<file path="src/rtl/argmax_classifier.sv">
// argmax_classifier
// Captures a signed logit vector on a start pulse, scans it one element per
// cycle and reports the index and value of the largest logit together with a
// one-cycle result_valid pulse. Ties resolve to the lowest index.
// Optional feature: define ARGMAX_MARGIN_CHECK_EN to track the runner-up logit
// and raise low_conf when (best - second) < MARGIN. Without the macro low_conf
// is tied to 0.
module argmax_classifier #(
    parameter int OUT_SIZE   = 3,
    parameter int DATA_WIDTH = 72,
    parameter int IDX_WIDTH  = $clog2(OUT_SIZE),
    parameter logic [DATA_WIDTH:0] MARGIN = '0
) (
    input  logic                         clk,
    input  logic                         rst,
    input  logic                         start,
    input  logic signed [DATA_WIDTH-1:0] logit_vector [0:OUT_SIZE-1],
    output logic                         busy,
    output logic                         result_valid,
    output logic [IDX_WIDTH-1:0]         class_idx,
    output logic signed [DATA_WIDTH-1:0] max_value,
    output logic                         low_conf
);

    localparam logic [1:0] IDLE = 2'd0;
    localparam logic [1:0] SCAN = 2'd1;
    localparam logic [1:0] DONE = 2'd2;

    localparam logic [IDX_WIDTH-1:0] LAST_IDX = IDX_WIDTH'(OUT_SIZE - 1);
    localparam logic signed [DATA_WIDTH-1:0] MOST_NEG = {1'b1, {(DATA_WIDTH-1){1'b0}}};

    logic [1:0]                  state;
    logic [IDX_WIDTH-1:0]        ptr;
    logic signed [DATA_WIDTH-1:0] vreg [0:OUT_SIZE-1];
    logic signed [DATA_WIDTH-1:0] best;
    logic [IDX_WIDTH-1:0]        best_idx;

    logic signed [DATA_WIDTH-1:0] cur;
    logic signed [DATA_WIDTH-1:0] next_best;
    logic [IDX_WIDTH-1:0]        next_best_idx;
    logic                        next_low_conf;

    logic                        accept;
    assign accept = (state == IDLE) && start;

`ifdef ARGMAX_MARGIN_CHECK_EN
    logic signed [DATA_WIDTH-1:0] second;
    logic signed [DATA_WIDTH-1:0] next_second;
    logic [DATA_WIDTH:0]         margin;

    // Runner-up tracking and confidence margin of the updated best/second pair.
    always_comb begin
        next_second = second;
        if (cur > best) begin
            next_second = best;
        end else if (cur > second) begin
            next_second = cur;
        end
        margin        = {next_best[DATA_WIDTH-1], next_best} - {next_second[DATA_WIDTH-1], next_second};
        next_low_conf = (margin < MARGIN);
    end

    // Runner-up register: seeded with the most negative value on accept.
    always_ff @(posedge clk) begin
        if (rst) begin
            second <= MOST_NEG;
        end else if (accept) begin
            second <= MOST_NEG;
        end else if (state == SCAN) begin
            second <= next_second;
        end
    end
`else
    logic unused_margin;
    assign unused_margin = ^MARGIN;
    assign next_low_conf = 1'b0;
`endif

    // One scan step: compare the current element against the running best.
    always_comb begin
        cur           = vreg[ptr];
        next_best     = best;
        next_best_idx = best_idx;
        if (cur > best) begin
            next_best     = cur;
            next_best_idx = ptr;
        end
    end

    // Snapshot of the logit vector so later input changes cannot disturb a scan.
    always_ff @(posedge clk) begin
        if (!rst && accept) begin
            vreg <= logit_vector;
        end
    end

    // Control FSM plus running best and the registered result outputs.
    always_ff @(posedge clk) begin
        if (rst) begin
            state        <= IDLE;
            ptr          <= '0;
            best         <= '0;
            best_idx     <= '0;
            busy         <= 1'b0;
            result_valid <= 1'b0;
            class_idx    <= '0;
            max_value    <= '0;
            low_conf     <= 1'b0;
        end else begin
            case (state)
                IDLE: begin
                    if (start) begin
                        best     <= logit_vector[0];
                        best_idx <= '0;
                        ptr      <= IDX_WIDTH'(1);
                        busy     <= 1'b1;
                        state    <= SCAN;
                    end
                end
                SCAN: begin
                    best     <= next_best;
                    best_idx <= next_best_idx;
                    ptr      <= ptr + 1'b1;
                    if (ptr == LAST_IDX) begin
                        class_idx    <= next_best_idx;
                        max_value    <= next_best;
                        low_conf     <= next_low_conf;
                        result_valid <= 1'b1;
                        state        <= DONE;
                    end
                end
                DONE: begin
                    result_valid <= 1'b0;
                    busy         <= 1'b0;
                    state        <= IDLE;
                end
                default: begin
                    state <= IDLE;
                end
            endcase
        end
    end

endmodule

</file>
<file path="config.mk">
export PLATFORM = sky130hd
export DESIGN_NAME = argmax_classifier
export DESIGN_NICKNAME = d
export VERILOG_FILES = /design/src/rtl/argmax_classifier.sv
export SDC_FILE = /design/constraint.sdc
export NUM_CORES = 1
export LEC_CHECK = 0
export CELL_PAD_IN_SITES_DETAIL_PLACEMENT = 0
export CELL_PAD_IN_SITES_GLOBAL_PLACEMENT = 1
export CORE_UTILIZATION = 25
export DETAILED_ROUTE_END_ITERATION = 10
export GPL_TIMING_DRIVEN = 0
export PLACE_DENSITY = 0.61
export SYNTH_ARGS = -nofsm -noshare
export SYNTH_HDL_FRONTEND = slang
export SYNTH_SLANG_ARGS = --single-unit
</file>
<file path="constraint.sdc">
create_clock -name clk -period 11.3 [get_ports clk]
set_input_delay 1.695 -clock clk [delete_from_list [all_inputs] [get_ports clk]]
set_output_delay 1.695 -clock clk [all_outputs]
set_load 0.05 [all_outputs]
</file>
==> results of run 1 <==
[metrics by stage]
stage | cells | cell area (um^2) | hold WS, ns
floorplan | 1814 | 18300 | 0.462
global placement | 3058 | 22400 | 0.491
detailed placement | 3065 | 22600 | 0.494
CTS | 3150 | 24200 | 0.509
global route | 3150 | 24200 | 0.533
finish | 3152 | 24200 | 0.507
[where the power goes]
part	leakage (nW)	internal, mW	switching, mW
Combinational	4.26	0.280	0.581
Clock	0.780	0.993	0.625
Sequential	3.26	1.51	0.0403
Total	8.30	2.78	1.25
[area by class of cell]
cell class,count,area (um^2),area share [%]
flip-flops and latches,370,9570,39.5
multi-input cells,1140,7580,31.3
repair buffers,301,3090,12.8
clock buffers,58,1260,5.19
well taps,950,1190,4.91
plain buffers,154,594,2.45
inverters,150,563,2.32
clock inverters,27,377,1.55
diodes,2,5.00,0.0207
[routing by layer]
layer | share of wire (%) | vias up | global-route usage (%)
met5 | 0.011 | - | 0
met4 | 2.5 | 2 | 5.71
met3 | 6.3 | 107 | 3.23
met2 | 46 | 597 | 29.9
met1 | 45 | 7541 | 25.3
li1 | - | 7374 | -
[kinds of logic (layout without fill, tap and decap cells)]
logic type | count (synthesis) | count (layout)
simple gates | 497 | 497
compound gates | 495 | 495
flops | 370 | 370
buf+inv | 304 | 690
mux | 74 | 74
fa+ha+maj | 73 | 73
other cells | 1 | 3
[cell usage in the layout, fill, tap and decap left out, types with 13 or more instances in the layout]
master             n
clkdlybuf4s50_1  294
nand4_1           13
nand3b_1          75
dfxtp_1          154
or4_1             59
a22oi_1           59
a21oi_1          105
o21ai_0          143
o311ai_0          59
inv_1            150
nor2_1           215
a221oi_1          13
o211ai_1          73
nand2_1           29
clkbuf_1         145
clkbuf_16         47
nand2b_1          64
edfxtp_1         216
or3_1             14
ha_1              73
mux2i_1           74
[state kept, by name, indices dropped and copies added (netlist names)]
register	count
best	72
best_idx	2
busy	1
class_idx	2
max_value	72
ptr	2
result_valid	1
state	2
vreg	216
[worst max-delay path, stage by stage, from the launching register on]
cell and delay (ns):
dfxtp_1 0.32, clkbuf_1 0.65, buf_1 0.74, clkbuf_1 0.88
mux2i_1 0.27, nor2_1 0.06, a21oi_1 0.45, inv_1 0.09
ha_1 0.49, nand4_2 0.23, nor4_4 0.50, nand4_1 0.37
a41oi_2 0.39, o21ai_2 0.12, nand2_1 0.17, clkbuf_1 0.67
clkbuf_1 0.49, o311ai_0 0.22
[worst paths after layout]
path / to / slack, ns / depth (start not counted) / from
hold / removal: best_idx[1] / 0.51 / 2 / best_idx[1]
setup reg to reg: max_value[47] / 3.99 / 17 / ptr[0]
hold reg to reg: best_idx[1] / 0.51 / 2 / best_idx[1]
setup / recovery: max_value[47] / 3.99 / 17 / ptr[0]
==> results.md, run 1 <==
- Run status: finished clean
- # IOs: 296
- Vias: about 16,000
- Num rows: 98
- Area grow syn2layout: 32.4%
- Die X: 273 um
- CP endpoint kind: register
- Fmax: between 0.1 and 0.15 GHz
- PwrDens: roughly 170 nW/um^2
- Pleak: between 8 and 9 nW
- Fin util: between 30 and 40%
- Unique masters post-synth: 53
- Largest net degree at the start of global routing: 36
- CTS Hold Buffers Added: 0
- Final setup margin: approximately 4 ns
- Mux contribution to synthesized area: between 4 and 5%
- Critical path startpoint category: register
- Final Hold Viols: 0
- Sequential-to-total area share from yosys stat: between 50% and 60%
- Hold WC Path Type: reg2reg
- Syn avg cell area: a little over 10 um^2
- RePlAce Congestion: 0.842
- CTS tree: built
- Pins Over Slew Limit: 0
- Largest family of logic cells by synthesized area: compound AO/OA/AOI/OAI gates
- FF+latch count, synth: 370
- Initial drt markers: 1,205
- Post-synthesis xor/xnor area fraction: 0%
- Top cell type by total area after synthesis: edfxtp_1
- Peak VDD IR: about 93 uV
- Crit path kind: reg2reg
- Root Buffer: clkbuf_16
- Cell Area, Synth: 18,300 um^2
- Nets@finish: roughly 2,500
- Slew @ Worst Pin: between 1 and 1.5 ns
- Synthesized instance count: around 1,800
- Grt ovf: 0
- Sink Count: 370
- DR WL/cell: between 20 and 25 um
- Post-synth EDFFs: roughly 220
- Core footprint: slightly above 70,000 um^2
- Overall Power: 4.03 mW
- Synth Flop Type: edfxtp_1
- Clk_skew: about 0.025 ns
- Asr flop ratio synth: 0%
- Routed vias/inst: 4.96
- Cts bufs inserted: 46
- Clock-pin slew on the worst setup and hold paths: around 0.060 ns
- Tmin final: about 7.3 ns
- Die area: approximately 74,000 um^2
- Die height: between 200 and 300 um
- Synth Area in Compound Gates: between 10% and 20%
- Routed WL: ~71,000 um
- Clk_lat worst skew: slightly below 0.6 ns
- Crit-path max FO: 10
- Pre-CTS WS: 3.80 ns
- Number of nets with antenna violations after routing: 0
- Data arrival, critical path: 7.73 ns
- Post-synthesis adder-cell area fraction: 4.99%
- Initial antenna violation count: 3
- Initial DRT Pass Iterations: 6
- Worst rel slew slack: a little over a fifth
- Starting density of the core: between 20 and 30%
- Synthesized net count: between 2,000 and 2,500
- Synth Warn #: 0
- HPWL reported at the end of detailed placement: 52,300 um
- Port-buffer cells: between 200 and 300
- Top cell type's share of synthesized area: 35.4%
- Max cap viols: 0
- Worst path required time: approximately 12 ns
- DR DRC count: 0
- Number of global-route vias before repair: 15,600
- RSZ-0062 raised after global routing: no
- Layout cells sized above 1: approximately 4.6%
- Simple-Gate Fraction of Synth Area: between 10% and 20%
- Final setup fails: 0
- Post-CTS Resized: 0
- Post-synth top cells: 216 x edfxtp_1, 216 x nor2_1, 154 x dfxtp_1, 150 x inv_1, 143 x o21ai_0
- Final setup TNS: 0 ns
- First-pass GRT wire length: around 100,000 um
- H-tree levels: 2
- All-Layer GR Usage: between 15 and 20%
- # Post-CTS Setup Buffers: 0
- Fillers: ~7,300
- Max clock buf depth: 3
- Top cells by area, synth: edfxtp_1 35%, dfxtp_1 17%, ha_1 5.0%
- Fin crit share: between 60% and 70%
Note: power is estimated with default switching activity, not from simulation.
==> inputs of run 2 (changes only) <==
--- a/config.mk
+++ b/config.mk
@@ -10,7 +10,7 @@
 export CORE_UTILIZATION = 25
 export DETAILED_ROUTE_END_ITERATION = 10
 export GPL_TIMING_DRIVEN = 0
-export PLACE_DENSITY = 0.61
+export PLACE_DENSITY = 0.59
 export SYNTH_ARGS = -nofsm -noshare
 export SYNTH_HDL_FRONTEND = slang
 export SYNTH_SLANG_ARGS = --single-unit
==> constraint.sdc (replaced) <==
create_clock -name clk -period 6.8 [get_ports clk]
set_input_delay 1.02 -clock clk [delete_from_list [all_inputs] [get_ports clk]]
set_output_delay 1.02 -clock clk [all_outputs]
set_load 0.05 [all_outputs]
==> results.md, run 2 (synthesis gave the netlist of run 1 again) <==
- # Post-CTS Setup Buffers: 0 (unchanged)
- Most used cell, CP: buf_2 (was clkbuf_1)
- First-pass GRT wire length: 103,000 um (about the same)
- Routed vias/inst: 4.98 (was 4.96)
- Combinational share of power: 22.2% (was 21.4%)
- CP endpoint kind: register (unchanged)
- Sw frac: 31.9% (was 30.9%)
- Run status: finished clean (unchanged)
- CP bufs+invs: 6 (unchanged)
- Grt ovf: 0 (unchanged)
- Final Non-Filler Cells: 3,147 (was 3,152)
- Final setup fails: 0 (unchanged)
- Initial DRT Pass Iterations: 6 (unchanged)
- Crit-path max FO: 10 (unchanged)
- Initial drt markers: 1,146 (was 1,205)
- Max FFs per register: 216 (unchanged)
- Pint: 4.40 mW (was 2.78 mW)
- Die height: 273 um (unchanged)
- Critical-path cell list: clkdlybuf4s15_2, clkbuf_2, mux2i_1, nor2_1, a21oi_1, inv_1, ha_1, nand4_2, nor4_4, nand4_1, a41o_1, a21boi_4, buf_2, buf_2, clkbuf_1, o21ai_0, o211ai_1 (was clkbuf_1, buf_1, clkbuf_1, mux2i_1, nor2_1, a21oi_1, inv_1, ha_1, nand4_2, nor4_4, nand4_1, a41oi_2, o21ai_2, nand2_1, clkbuf_1, clkbuf_1, o311ai_0)
- PwrDens: 268 nW/um^2 (was 166 nW/um^2)
- Layout cells sized above 1: 4.87% (was 4.59%)
- Worst path required time: 7.29 ns (was 11.72 ns)
- Most frequent cells in the layout: 294 x clkdlybuf4s50_1, 216 x edfxtp_1, 215 x nor2_1, 154 x dfxtp_1, 150 x inv_1 (unchanged)
- DR WL/cell: 22.6 um (was 22.4 um)
- Final Hold Viols: 0 (unchanged)
- CTS Hold Buffers Added: 0 (unchanged)
- Psw: 2.06 mW (was 1.25 mW)
- Starting density of the core: 25.4% (unchanged)
- Pins Over Slew Limit: 0 (unchanged)
- Final hold slack: 0.508 ns (was 0.507 ns)
- Slew @ Worst Pin: 1.06 ns (was 1.18 ns)
- Final setup margin: 0.346 ns (was 3.99 ns)
- All-Layer GR Usage: 18.7% (was 18.6%)
- Vias: 15,700 (was 15,600)
- Pre-CTS WS: -0.500 ns (was 3.80 ns)
- Post-DP Area: 22,600 um^2 (about the same)
- Port-buffer cells: 294 (unchanged)
- Worst rel slew slack: 29.2% (was 21.0%)
- Die X: 273 um (unchanged)
- Largest register by flop count: vreg (unchanged)
- # placed instances: 3,065 (unchanged)
- Largest delay share family, worst path: buffers and inverters (unchanged)
- Tmin final: 6.45 ns (was 7.31 ns)
- Crit path kind: reg2reg (unchanged)
- HPWL reported at the end of detailed placement: 52,700 um (was 52,300 um)
- CTS tree: built (unchanged)
- Largest net degree at the start of global routing: 36 (unchanged)
- Fmax: 0.155 GHz (was 0.137 GHz)
- Overall Power: 6.46 mW (was 4.03 mW)
- Clk_lat worst skew: 0.59 ns (about the same)
- Routed WL: 71,000 um (was 70,700 um)
- Max cap viols: 0 (unchanged)
- Core footprint: 72,000 um^2 (unchanged)
- Clock network power share: 37.9% (was 40.2%)
- Final setup TNS: 0 ns (unchanged)
- Commonest non-fill, non-tap cell in the layout: clkdlybuf4s50_1 (unchanged)
- H-tree levels: 2 (unchanged)
- Clk_skew: 0.0274 ns (was 0.0254 ns)
- Area grow syn2layout: 31.7% (was 32.4%)
- Fin crit share: 94.9% (was 64.7%)
- Nets@finish: 2,454 (was 2,455)
- Number of global-route vias before repair: 15,700 (was 15,600)
- Max clock buf depth: 3 (unchanged)
- Pleak: 8.26 nW (was 8.30 nW)
- Clock-pin slew on the worst setup and hold paths: 0.06 ns (about the same)
- Crit-path slowest cell: dfxtp_1 (was clkbuf_1)
- # IOs: 296 (unchanged)
- Reg power frac: 39.9% (was 38.5%)
- Die area: 74,300 um^2 (unchanged)
- DR DRC count: 0 (unchanged)
- Number of nets with antenna violations after routing: 0 (unchanged)
- RePlAce Congestion: 0.834 (was 0.842)
- Slowest stage delay, CP: 0.79 ns (was 0.88 ns)
- Num rows: 98 (unchanged)
- Root Buffer: clkbuf_16 (unchanged)
- Fin util: 33.5% (was 33.7%)
- Post-route cell area: 24,100 um^2 (was 24,200 um^2)
- Peak VDD IR: 217 uV (was 92.8 uV)
- Sink Count: 370 (unchanged)
- Hold WC Path Type: reg2reg (unchanged)
- Critical path startpoint category: register (unchanged)
- RSZ-0062 raised after global routing: no (unchanged)
- Initial antenna violation count: 3 (unchanged)
- Cts bufs inserted: 46 (unchanged)
- Top flop regs: vreg x216, best x72, max_value x72 (unchanged)
- Data arrival, critical path: 6.95 ns (was 7.73 ns)
## run 2: changes by cell type in the layout (fill, tap and decap cells not counted), moves of 2 or more
cell	before	now
clkbuf_1	145	140
clkbuf_2	0	6
clkinv_1	5	3
bufinv_16	9	3
clkinv_2	5	7
## run 2: worst min-delay path, stage by stage, from the launching register on
cell and delay [ns]:
dfxtp_1 0.31, nand3b_1 0.08, o211ai_1 0.07
## run 2: layout make-up
class	count	area, um^2
repair buffers	301	3100
diodes	1	2.50
clock buffers	60	1260
inverters	150	563
plain buffers	153	606
flip-flops and latches	370	9570
well taps	950	1190
multi-input cells	1140	7600
clock inverters	22	209
fillers	7315	47900
## run 2: repair_timing
item | in CTS | in global routing
resized for setup | 8 | 7
pin swaps | 0 | 0
setup endpoints to repair | 136 | 88
## run 2: power groups by stage
stage	sequential [mW]	combinational [mW]	clock [mW]
floorplan	2.62	0.773	0
global placement	2.63	1.41	0
detailed placement	2.62	1.44	0
CTS	2.57	1.45	2.50
global route	2.59	1.57	2.58
finish	2.58	1.44	2.45
## run 2: layer usage
layer	global-route usage, %	share of wire (%)	vias to the layer above
met2	30.3	46	524
met1	25.1	45	7691
met3	3.80	6.7	96
li1	-	-	7372
met5	0	0.037	-
met4	5.07	2.1	4
## run 2: worst paths after layout
kind / start / cells after the start / endpoint / slack, ns
max: ptr[0] / 17 / best[33] / 0.35
min: max_value[30] / 2 / max_value[30] / 0.51
max reg2reg: ptr[0] / 17 / best[33] / 0.35
min reg2reg: max_value[30] / 2 / max_value[30] / 0.51
==> inputs of run 3 (changes only) <==
--- a/config.mk
+++ b/config.mk
@@ -9,6 +9,7 @@
 export CELL_PAD_IN_SITES_GLOBAL_PLACEMENT = 1
 export CORE_UTILIZATION = 25
 export DETAILED_ROUTE_END_ITERATION = 10
+export GPL_ROUTABILITY_DRIVEN = 0
 export GPL_TIMING_DRIVEN = 0
 export PLACE_DENSITY = 0.59
 export SYNTH_ARGS = -nofsm -noshare
==> results.md, run 3 (synthesis gave the netlist of run 1 again) <==
- Max FFs per register: 216 (unchanged)
- RSZ-0062 raised after global routing: no (unchanged)
- All-Layer GR Usage: 18.7% (about the same)
- Pins Over Slew Limit: 0 (unchanged)
- Final setup TNS: 0 ns (unchanged)
- Sw frac: 30.7% (was 31.9%)
- Number of global-route vias before repair: 15,500 (was 15,700)
- Hold WC Path Type: reg2reg (unchanged)
- PwrDens: 276 nW/um^2 (was 268 nW/um^2)
- Grt ovf: 0 (unchanged)
- GR peak layer: met2 (unchanged)
- Port-buffer cells: 294 (unchanged)
- Die X: 273 um (unchanged)
- Slowest stage delay, CP: 0.78 ns (was 0.79 ns)
- HPWL reported at the end of detailed placement: 53,000 um (was 52,700 um)
- Layout cells sized above 1: 4.91% (was 4.87%)
- Clock-pin slew on the worst setup and hold paths: 0.06 ns (about the same)
- Commonest non-fill, non-tap cell in the layout: clkdlybuf4s50_1 (unchanged)
- # Post-CTS Setup Buffers: 0 (unchanged)
- Peak VDD IR: 182 uV (was 217 uV)
- Critical-path cell list: clkdlybuf4s15_2, clkbuf_2, mux2i_1, nor2_1, a21oi_1, inv_1, ha_1, nand4_2, nor4_4, nand4_1, a41o_1, a21boi_4, buf_2, buf_2, clkbuf_1, o21ai_0, o211ai_1 (unchanged)
- Clock network power share: 40.0% (was 37.9%)
- Run status: finished clean (unchanged)
- Die area: 74,300 um^2 (unchanged)
- Initial antenna violation count: 3 (unchanged)
- Met2 track demand over resource: 30.6% (was 30.3%)
- Most used cell, CP: buf_2 (unchanged)
- Area grow syn2layout: 32.5% (was 31.7%)
- Tmin final: 6.47 ns (was 6.45 ns)
- Initial DRT Pass Iterations: 5 (was 6)
- Routed WL: 71,300 um (was 71,000 um)
- Crit-path slowest cell: dfxtp_1 (unchanged)
- Post-DP Area: 22,600 um^2 (about the same)
- Pint: 4.64 mW (was 4.40 mW)
- Vias: 15,600 (was 15,700)
- Final setup margin: 0.333 ns (was 0.346 ns)
- Num rows: 98 (unchanged)
- Max cap viols: 0 (unchanged)
- Met3 usage: 3.83% (was 3.80%)
- DR WL/cell: 22.6 um (about the same)
- Nets@finish: 2,454 (unchanged)
- Final setup fails: 0 (unchanged)
- Reg power frac: 38.5% (was 39.9%)
- Data arrival, critical path: 6.96 ns (was 6.95 ns)
- CP bufs+invs: 6 (unchanged)
- Core footprint: 72,000 um^2 (unchanged)
- Combinational share of power: 21.5% (was 22.2%)
- Worst path required time: 7.30 ns (was 7.29 ns)
- Clk_lat worst skew: 0.59 ns (about the same)
- Max clock buf depth: 3 (unchanged)
- Routed vias/inst: 4.96 (was 4.98)
- Pre-CTS WS: -0.489 ns (was -0.500 ns)
- Most frequent cells in the layout: 294 x clkdlybuf4s50_1, 216 x edfxtp_1, 215 x nor2_1, 154 x dfxtp_1, 150 x inv_1 (unchanged)
- Largest register by flop count: vreg (unchanged)
- Post-route cell area: 24,300 um^2 (was 24,100 um^2)
- Critical path startpoint category: register (unchanged)
- Number of nets with antenna violations after routing: 0 (unchanged)
- Worst rel slew slack: 32.2% (was 29.2%)
- Pleak: 8.35 nW (was 8.26 nW)
- # IOs: 296 (unchanged)
- Largest delay share family, worst path: buffers and inverters (unchanged)
- Clk_skew: 0.0239 ns (was 0.0274 ns)
- First-pass GRT wire length: 104,000 um (was 103,000 um)
- Root Buffer: clkbuf_16 (unchanged)
- Crit path kind: reg2reg (unchanged)
- DR DRC count: 0 (unchanged)
- Slew @ Worst Pin: 1.02 ns (was 1.06 ns)
- CTS tree: built (unchanged)
- Initial drt markers: 1,421 (was 1,146)
- Starting density of the core: 25.4% (unchanged)
- N_diodes: 0 (was 1)
- Fmax: 0.155 GHz (about the same)
- Crit-path max FO: 10 (unchanged)
- Fin crit share: 95.1% (was 94.9%)
- Final Hold Viols: 0 (unchanged)
- Global-route met1 utilization: 25.1% (about the same)
- H-tree levels: 2 (unchanged)
- Largest net degree at the start of global routing: 35 (was 36)
- Psw: 2.06 mW (about the same)
- Top flop regs: vreg x216, best x72, max_value x72 (unchanged)
- Sink Count: 370 (unchanged)
- CP endpoint kind: register (unchanged)
- Fillers: 7,221 (was 7,315)
- Die height: 273 um (unchanged)
- Cts bufs inserted: 46 (unchanged)
## run 3: changes by cell type in the layout (fill, tap and decap cells not counted), moves of 2 or more
| cell | before | now |
|---|---|---|
| clkbuf_4 | 0 | 2 |
| clkinvlp_4 | 5 | 2 |
| bufinv_16 | 3 | 7 |
| clkinv_4 | 2 | 0 |
| clkinv_2 | 7 | 3 |
| clkbuf_1 | 140 | 142 |
| clkbuf_16 | 47 | 49 |
| clkbuf_8 | 4 | 7 |
| clkinv_1 | 3 | 1 |
## run 3: final timing paths
check,slack [ns],to,cells after the start,startpoint
setup / recovery,0.33,best[33],17,ptr[0]
hold / removal,0.51,max_value[64],2,max_value[64]
setup reg to reg,0.33,best[33],17,ptr[0]
hold reg to reg,0.51,max_value[64],2,max_value[64]
## run 3: repair_timing
action,in CTS,in global routing
endpoints found under the setup margin,136,41
resized for setup,6,8
hold buffers,0,0
pin swaps,0,0
## run 3: layout make-up
type | instances | area [um^2] | area share (%)
clock buffers | 69 | 1380 | 5.68
clock inverters | 16 | 268 | 1.10
multi-input cells | 1140 | 7590 | 31.3
plain buffers | 153 | 606 | 2.50
flip-flops and latches | 370 | 9570 | 39.5
well taps | 950 | 1190 | 4.90
repair buffers | 301 | 3090 | 12.7
inverters | 150 | 563 | 2.32
## run 3: tightest hold or removal path: stages (launching register included)
cell and delay, ns:
dfxtp_1 0.32, nand3b_1 0.07, o311ai_0 0.08
## run 3: stage by stage
stage	hold slack, ns	utilization, %	instances	total power, mW
3_3_place_gp	0.493	31.2	3058	4.04
2_1_floorplan	0.462	-	1814	3.40
6_report	0.508	33.7	3149	6.70
4_1_cts	0.506	33.7	3149	6.76
3_5_place_dp	0.492	31.4	3065	4.06
5_1_grt	0.536	33.7	3149	6.99
## run 3: layer usage
metal | up-vias | part of all wire, % | routed length [um]
li1 | 7372 | - | -
met1 | 7619 | 45 | 32100
met2 | 533 | 46 | 33100
met3 | 79 | 6.7 | 4750
met4 | 4 | 1.8 | 1300
met5 | - | 0.031 | 22
## run 3: power by group through the flow
stage          Sequential, mW  Clock, mW  Combinational [mW]
6_report                 2.58       2.68                1.44
5_1_grt                  2.59       2.82                1.58
4_1_cts                  2.58       2.74                1.44
3_5_place_dp             2.62          0                1.44
3_3_place_gp             2.63          0                1.41
2_1_floorplan            2.62          0               0.773
